### config.mk
export PLATFORM = sky130hd
export DESIGN_NAME = data_cache
export DESIGN_NICKNAME = d
export VERILOG_FILES = /design/src/rtl/data_cache_pkg.sv /design/src/rtl/data_cache_align.sv /design/src/rtl/data_cache.sv
export SDC_FILE = /design/constraint.sdc
export NUM_CORES = 1
export LEC_CHECK = 0
export ABC_CLOCK_PERIOD_IN_PS = 8500
export CORE_ASPECT_RATIO = 2
export CORE_MARGIN = 2
export CORE_UTILIZATION = 35
export CTS_BUF_LIST = sky130_fd_sc_hd__clkbuf_4
export DETAILED_ROUTE_END_ITERATION = 8
export GPL_ROUTABILITY_DRIVEN = 0
export PLACE_DENSITY_LB_ADDON = 0.3
export SETUP_SLACK_MARGIN = 0.1
export SLEW_MARGIN = 10
export SYNTH_ARGS = -nofsm -noshare
export SYNTH_HDL_FRONTEND = slang
export SYNTH_SLANG_ARGS = --single-unit
### constraint.sdc
create_clock -name clk -period 8.5 [get_ports clk]
set_input_delay 2.125 -clock clk [delete_from_list [all_inputs] [get_ports clk]]
set_output_delay 2.125 -clock clk [all_outputs]
set_load 0.1 [all_outputs]
### src/rtl/data_cache_pkg.sv
// Shared types and funct3 size encodings for the direct-mapped write-through data cache.
package data_cache_pkg;

  typedef enum logic [1:0] {
    IDLE  = 2'd0,
    FILL  = 2'd1,
    WRITE = 2'd2
  } cacheState_t;

  localparam logic [2:0] LB  = 3'b000;
  localparam logic [2:0] LH  = 3'b001;
  localparam logic [2:0] LW  = 3'b010;
  localparam logic [2:0] LBU = 3'b100;
  localparam logic [2:0] LHU = 3'b101;

  localparam logic [2:0] SB  = 3'b000;
  localparam logic [2:0] SH  = 3'b001;
  localparam logic [2:0] SW  = 3'b010;

endpackage

### src/rtl/data_cache_align.sv
// Combinational load extraction (sign/zero extension) and store lane placement.
// Misaligned halfword/word offsets are truncated to their natural alignment.
module data_cache_align
  import data_cache_pkg::*;
#(
  parameter int DATA_WIDTH = 32
) (
  input  logic [2:0]            sizeCtr,
  input  logic [1:0]            byteOff,
  input  logic [DATA_WIDTH-1:0] rawWord,
  input  logic [DATA_WIDTH-1:0] storeData,
  output logic [DATA_WIDTH-1:0] loadData,
  output logic [DATA_WIDTH-1:0] storeWord,
  output logic [3:0]            byteEn
);

  logic [7:0]  byteVal;
  logic [15:0] halfVal;

  assign byteVal = rawWord[{byteOff, 3'b000} +: 8];
  assign halfVal = rawWord[{byteOff[1], 4'b0000} +: 16];

  always_comb begin
    // NOTE: every output gets a default before the case, so no path can infer a latch.
    loadData = rawWord;
    case (sizeCtr)
      LB:      loadData = {{(DATA_WIDTH-8){byteVal[7]}}, byteVal};
      LH:      loadData = {{(DATA_WIDTH-16){halfVal[15]}}, halfVal};
      LBU:     loadData = {{(DATA_WIDTH-8){1'b0}}, byteVal};
      LHU:     loadData = {{(DATA_WIDTH-16){1'b0}}, halfVal};
      default: loadData = rawWord;
    endcase
  end

  always_comb begin
    storeWord = storeData;
    byteEn    = 4'b1111;
    case (sizeCtr)
      SB: begin
        storeWord = {4{storeData[7:0]}};
        byteEn    = 4'b0001 << byteOff;
      end
      SH: begin
        storeWord = {2{storeData[15:0]}};
        byteEn    = byteOff[1] ? 4'b1100 : 4'b0011;
      end
      default: begin
        storeWord = storeData;
        byteEn    = 4'b1111;
      end
    endcase
  end

endmodule

### src/rtl/data_cache.sv
// Direct-mapped, one-word-per-line, write-through / no-write-allocate data cache.
// Read hits return in the same cycle; misses and all stores go to backing memory.
module data_cache
  import data_cache_pkg::*;
#(
  parameter int DATA_WIDTH = 32,
  parameter int ADDR_WIDTH = 32,
  parameter int SETS       = 16
) (
  input  logic                  clk,
  input  logic                  rst,
  input  logic                  memRead,
  input  logic                  memWrite,
  input  logic [2:0]            sizeCtr,
  input  logic [ADDR_WIDTH-1:0] addr,
  input  logic [DATA_WIDTH-1:0] writeData,
  output logic [DATA_WIDTH-1:0] readData,
  output logic                  stall,
  output logic                  bmReq,
  output logic                  bmWe,
  output logic [ADDR_WIDTH-1:0] bmAddr,
  output logic [DATA_WIDTH-1:0] bmWData,
  output logic [3:0]            bmByteEn,
  input  logic                  bmAck,
  input  logic [DATA_WIDTH-1:0] bmRData
);

  localparam int IDX_W = $clog2(SETS);
  localparam int TAG_W = ADDR_WIDTH - 2 - IDX_W;

  cacheState_t state, nextState;

  logic [SETS-1:0]       validArr;
  logic [TAG_W-1:0]      tagArr  [SETS];
  logic [DATA_WIDTH-1:0] dataArr [SETS];

  logic [IDX_W-1:0]      index;
  logic [TAG_W-1:0]      reqTag;
  logic                  hit;
  logic                  isWrite;
  logic                  isRead;
  logic [DATA_WIDTH-1:0] lineWord;
  logic [DATA_WIDTH-1:0] loadWord;

  assign index   = addr[2+IDX_W-1:2];
  assign reqTag  = addr[ADDR_WIDTH-1:2+IDX_W];
  assign hit     = validArr[index] && (tagArr[index] == reqTag);
  assign isWrite = memWrite;
  assign isRead  = memRead && !memWrite;
  assign bmAddr  = {addr[ADDR_WIDTH-1:2], 2'b00};

  // During a fill the returning word is forwarded straight through extraction.
  assign lineWord = (state == FILL) ? bmRData : dataArr[index];

  data_cache_align #(.DATA_WIDTH(DATA_WIDTH)) alignUnit (
    .sizeCtr   (sizeCtr),
    .byteOff   (addr[1:0]),
    .rawWord   (lineWord),
    .storeData (writeData),
    .loadData  (loadWord),
    .storeWord (bmWData),
    .byteEn    (bmByteEn)
  );

  always_comb begin
    nextState = state;
    stall     = 1'b0;
    bmReq     = 1'b0;
    bmWe      = 1'b0;
    readData  = '0;
    case (state)
      IDLE: begin
        if (isWrite) begin
          stall     = 1'b1;
          nextState = WRITE;
        end else if (isRead) begin
          if (hit) begin
            readData = loadWord;
          end else begin
            stall     = 1'b1;
            nextState = FILL;
          end
        end
      end
      FILL: begin
        bmReq = 1'b1;
        stall = !bmAck;
        if (bmAck) begin
          readData  = loadWord;
          nextState = IDLE;
        end
      end
      WRITE: begin
        bmReq = 1'b1;
        bmWe  = 1'b1;
        stall = !bmAck;
        if (bmAck) nextState = IDLE;
      end
      default: nextState = IDLE;
    endcase
    // Reset overrides everything and abandons any outstanding transaction.
    if (rst) begin
      nextState = IDLE;
      stall     = 1'b0;
      bmReq     = 1'b0;
      bmWe      = 1'b0;
      readData  = '0;
    end
  end

  always_ff @(posedge clk) begin
    // NOTE: non-blocking assignments so every flop samples pre-edge values together.
    if (rst) begin
      state    <= IDLE;
      validArr <= '0;
    end else begin
      state <= nextState;
      if (state == FILL && bmAck) validArr[index] <= 1'b1;
    end
  end

  // NOTE: tag and data arrays are deliberately not reset; the valid bits alone qualify them.
  always_ff @(posedge clk) begin
    if (!rst && state == FILL && bmAck) begin
      tagArr[index]  <= reqTag;
      dataArr[index] <= bmRData;
    end
    if (!rst && state == WRITE && bmAck && hit) begin
      for (int b = 0; b < 4; b++) begin
        if (bmByteEn[b]) dataArr[index][8*b +: 8] <= bmWData[8*b +: 8];
      end
    end
  end

endmodule

==> impl_metrics.yaml <==
status:
  status: "complete, no violations"
floorplanning:
  num_rows: 173
  die_area_mm2: 0.115
  die_w_um: 241
  initial_core_util: 0.353
  ioPinCount: 207
  core-area_mm2: 0.111
  die_y_um: 478
finish:
  regArea_mm2: 0.0282
  drive_above_1_share: 0.346
  syn_to_final_growth_pct: 18.2
  nNetsFinal: 2495
  fillers: 10038
  multi_input_area_mm2: 0.0102
  instances_no_fill: 4026
  postLayoutCellArea_mm2: 0.0464
  final_util: 0.417
timing:
  min_period_ns: 8.17
  finalSetupTns_ns: 0
  finalMaxSlewViolations: 0
  min_period_over_period: 0.961
  clock_skew_ns: 0.0968
  tightestPinTransition_ns: 1.09
  rsz0062_at_grt: "false"
  slew_headroom: 0.276
  fmax_mhz: 122
  finalSetupViolCount: 0
  hold_violations: 0
  holdWs_ns: 0.455
setup_path:
  slowest_stage: "a221oi_1"
  crit_path_cell_trace: "buf_8 > buf_12 > buf_4 > mux4_2 > mux4_2 > mux2_2 > mux2_2 > a221oi_1 > a21oi_1 > buf_12"
  crit_type: "in2out"
  crit_path_max_incr_delay_ns: 0.69
  cp-start-kind: "input port"
  required_ns: 6.38
  critPathBufInv: 4
  cp_max_fo: 44
  cp.arrival_ns: 6.04
  end_kind: "output port"
  path_delay_family: "multiplexers"
yosys:
  synth-edff-count: 928
  ys_ff_latch: 946
  ys.flop_type: "edfxtp_1"
  synth_area_mm2: 0.0393
  ys_top_cells_by_area: "edfxtp_1 71%, mux4_2 14%, mux2_2 2.4%"
  ys_seq_area_frac: 0.719
  synth_common_cells: "928 x edfxtp_1, 250 x mux4_2, 104 x a21oi_1"
  synthArstFlopShare: 0
  synth.avg_cell_area_um2: 19.7
  synthDistinctLibCells: 59
  synthCells: 1995
  synthMostInstantiatedCell: "edfxtp_1"
  synth.top_cell.area_share: 0.710
  synth_top_area_cell: "edfxtp_1"
  ys_warn_count: 0
grt:
  grt_max_degree: 68
  overflow: 0
  grt_usage: 0.188
  grt_pass1_vias: 22879
  grt_pass1_wl_mm: 155
  grt_antenna_before_repair: 4
clocking:
  clock_path_buffers: 3
  cts_tree: "done"
  cts_root_buf: "clkbuf_4"
  numCtsBuffers: 200
  ctsResizeCount: 0
  cts_sinks: 946
  clkLatencyLatePin_ns: 1.08
  post_cts_buffers: 0
  htreeDepth: 4
  clkTransAtPathRegs_ns: 0.07
  cts_hold_buf: 0
run:
  cap_violations: 0
placement:
  place_area_mm2: 0.0439
  dp_hpwl_mm: 71.0
  place_inst: 3672
  port_buffers: 204
routing:
  viasPerCell: 5.26
  met1_length_mm: 37.2
  num_vias: 21185
  drt_wl_total_mm: 108
  wl_met3_mm: 6.03
  met2_length_mm: 59.0
  drc_errors: 0
  drt_iter0_markers: 1605
  drt_first_pass_iters: 7
  detail_route.wl_per_cell_um: 26.7
  highest_layer: "met5"
  postRouteAntennaNets: 0
power_and_ir_drop:
  p_leak_nw: 15.2
  ir_worst_vdd_v: 0.000131
  p_per_area_mw_per_mm2: 202
min_path:
  hold_path_class: "reg2reg"
## layout make-up
cell class | count | share of cell area
clock buffer | 278 | 0.0450
timing repair buffer | 350 | 0.0751
tap | 1487 | 0.0401
inverter | 19 | 0.00154
multi-input combinational | 870 | 0.221
antenna | 2 | 0.000108
sequential | 946 | 0.608
clock inverter | 74 | 0.00925
## logic make-up after synthesis
group                      count (synthesis)  share of synthesized area
AOI/OAI and AO/OA                        222                     0.0365
xor gates and xnor gates                  38                    0.00848
adders and majority gates                  4                    0.00127
buffers and inverters                    180                     0.0243
DFF                                      946                      0.719
muxes                                    411                      0.187
other                                      1                  0.0000955
and+or+nand+nor                          193                     0.0233
## per-layer routing
| layer | up-vias | GRT usage |
|---|---|---|
| met3 | 246 | 0.0320 |
| met2 | 868 | 0.347 |
| met4 | 4 | 0.106 |
| met5 | - | 0 |
| met1 | 10979 | 0.200 |
| li1 | 9088 | - |
## per-stage QoR
step           setup WS [ns]  power (W)
3_3_place_gp           0.444    0.00611
2_1_floorplan          0.127    0.00580
4_1_cts                0.424    0.00948
5_1_grt                0.167    0.00971
3_5_place_dp           0.440    0.00612
6_report               0.331    0.00937
## report_power, final
part | leakage [nW] | total [W] | switching, W | internal, W
combinational | 5.23 | 0.000899 | 0.000583 | 0.000316
sequential | 8.48 | 0.00512 | 0.00000309 | 0.00512
clock | 1.49 | 0.00335 | 0.00172 | 0.00164
## layout by cell type, fill, tap and decap left out, types with 5 or more instances in the layout
cell / instances
dfxtp_1: 18
clkinvlp_4: 6
a221o_1: 7
nor2_4: 17
buf_4: 165
a21o_1: 33
mux2i_1: 74
buf_12: 39
o21ai_0: 12
nor2_1: 33
a31oi_1: 9
inv_1: 16
inv_2: 6
xor2_1: 11
a22oi_1: 6
clkbuf_4: 278
mux4_2: 250
nor4_1: 7
nor3_1: 12
mux2_2: 85
nand3_1: 12
clkdlybuf4s50_1: 143
clkinv_1: 45
a221oi_1: 9
nand2b_1: 5
edfxtp_1: 928
xnor2_1: 27
nand2_1: 75
clkinv_2: 15
a32oi_1: 7
nor2b_1: 12
a21oi_1: 104
## sequential cells by signal (all words and copies together) (netlist names)
register,cells
dataArr,512
state,2
tagArr,416
validArr,16
## path summary, 6_finish.rpt
| check | from | to | depth (start not counted) | slack (ns) |
|---|---|---|---|---|
| setup / recovery | addr[3] | readData[6] | 10 | 0.33 |
| hold / removal | validArr[14] | validArr[14] | 1 | 0.45 |
| setup reg to reg | tagArr[15][5] | dataArr[9][6] | 9 | 4.03 |
| hold reg to reg | validArr[14] | validArr[14] | 1 | 0.45 |
Power figures use the tool's default switching activity.
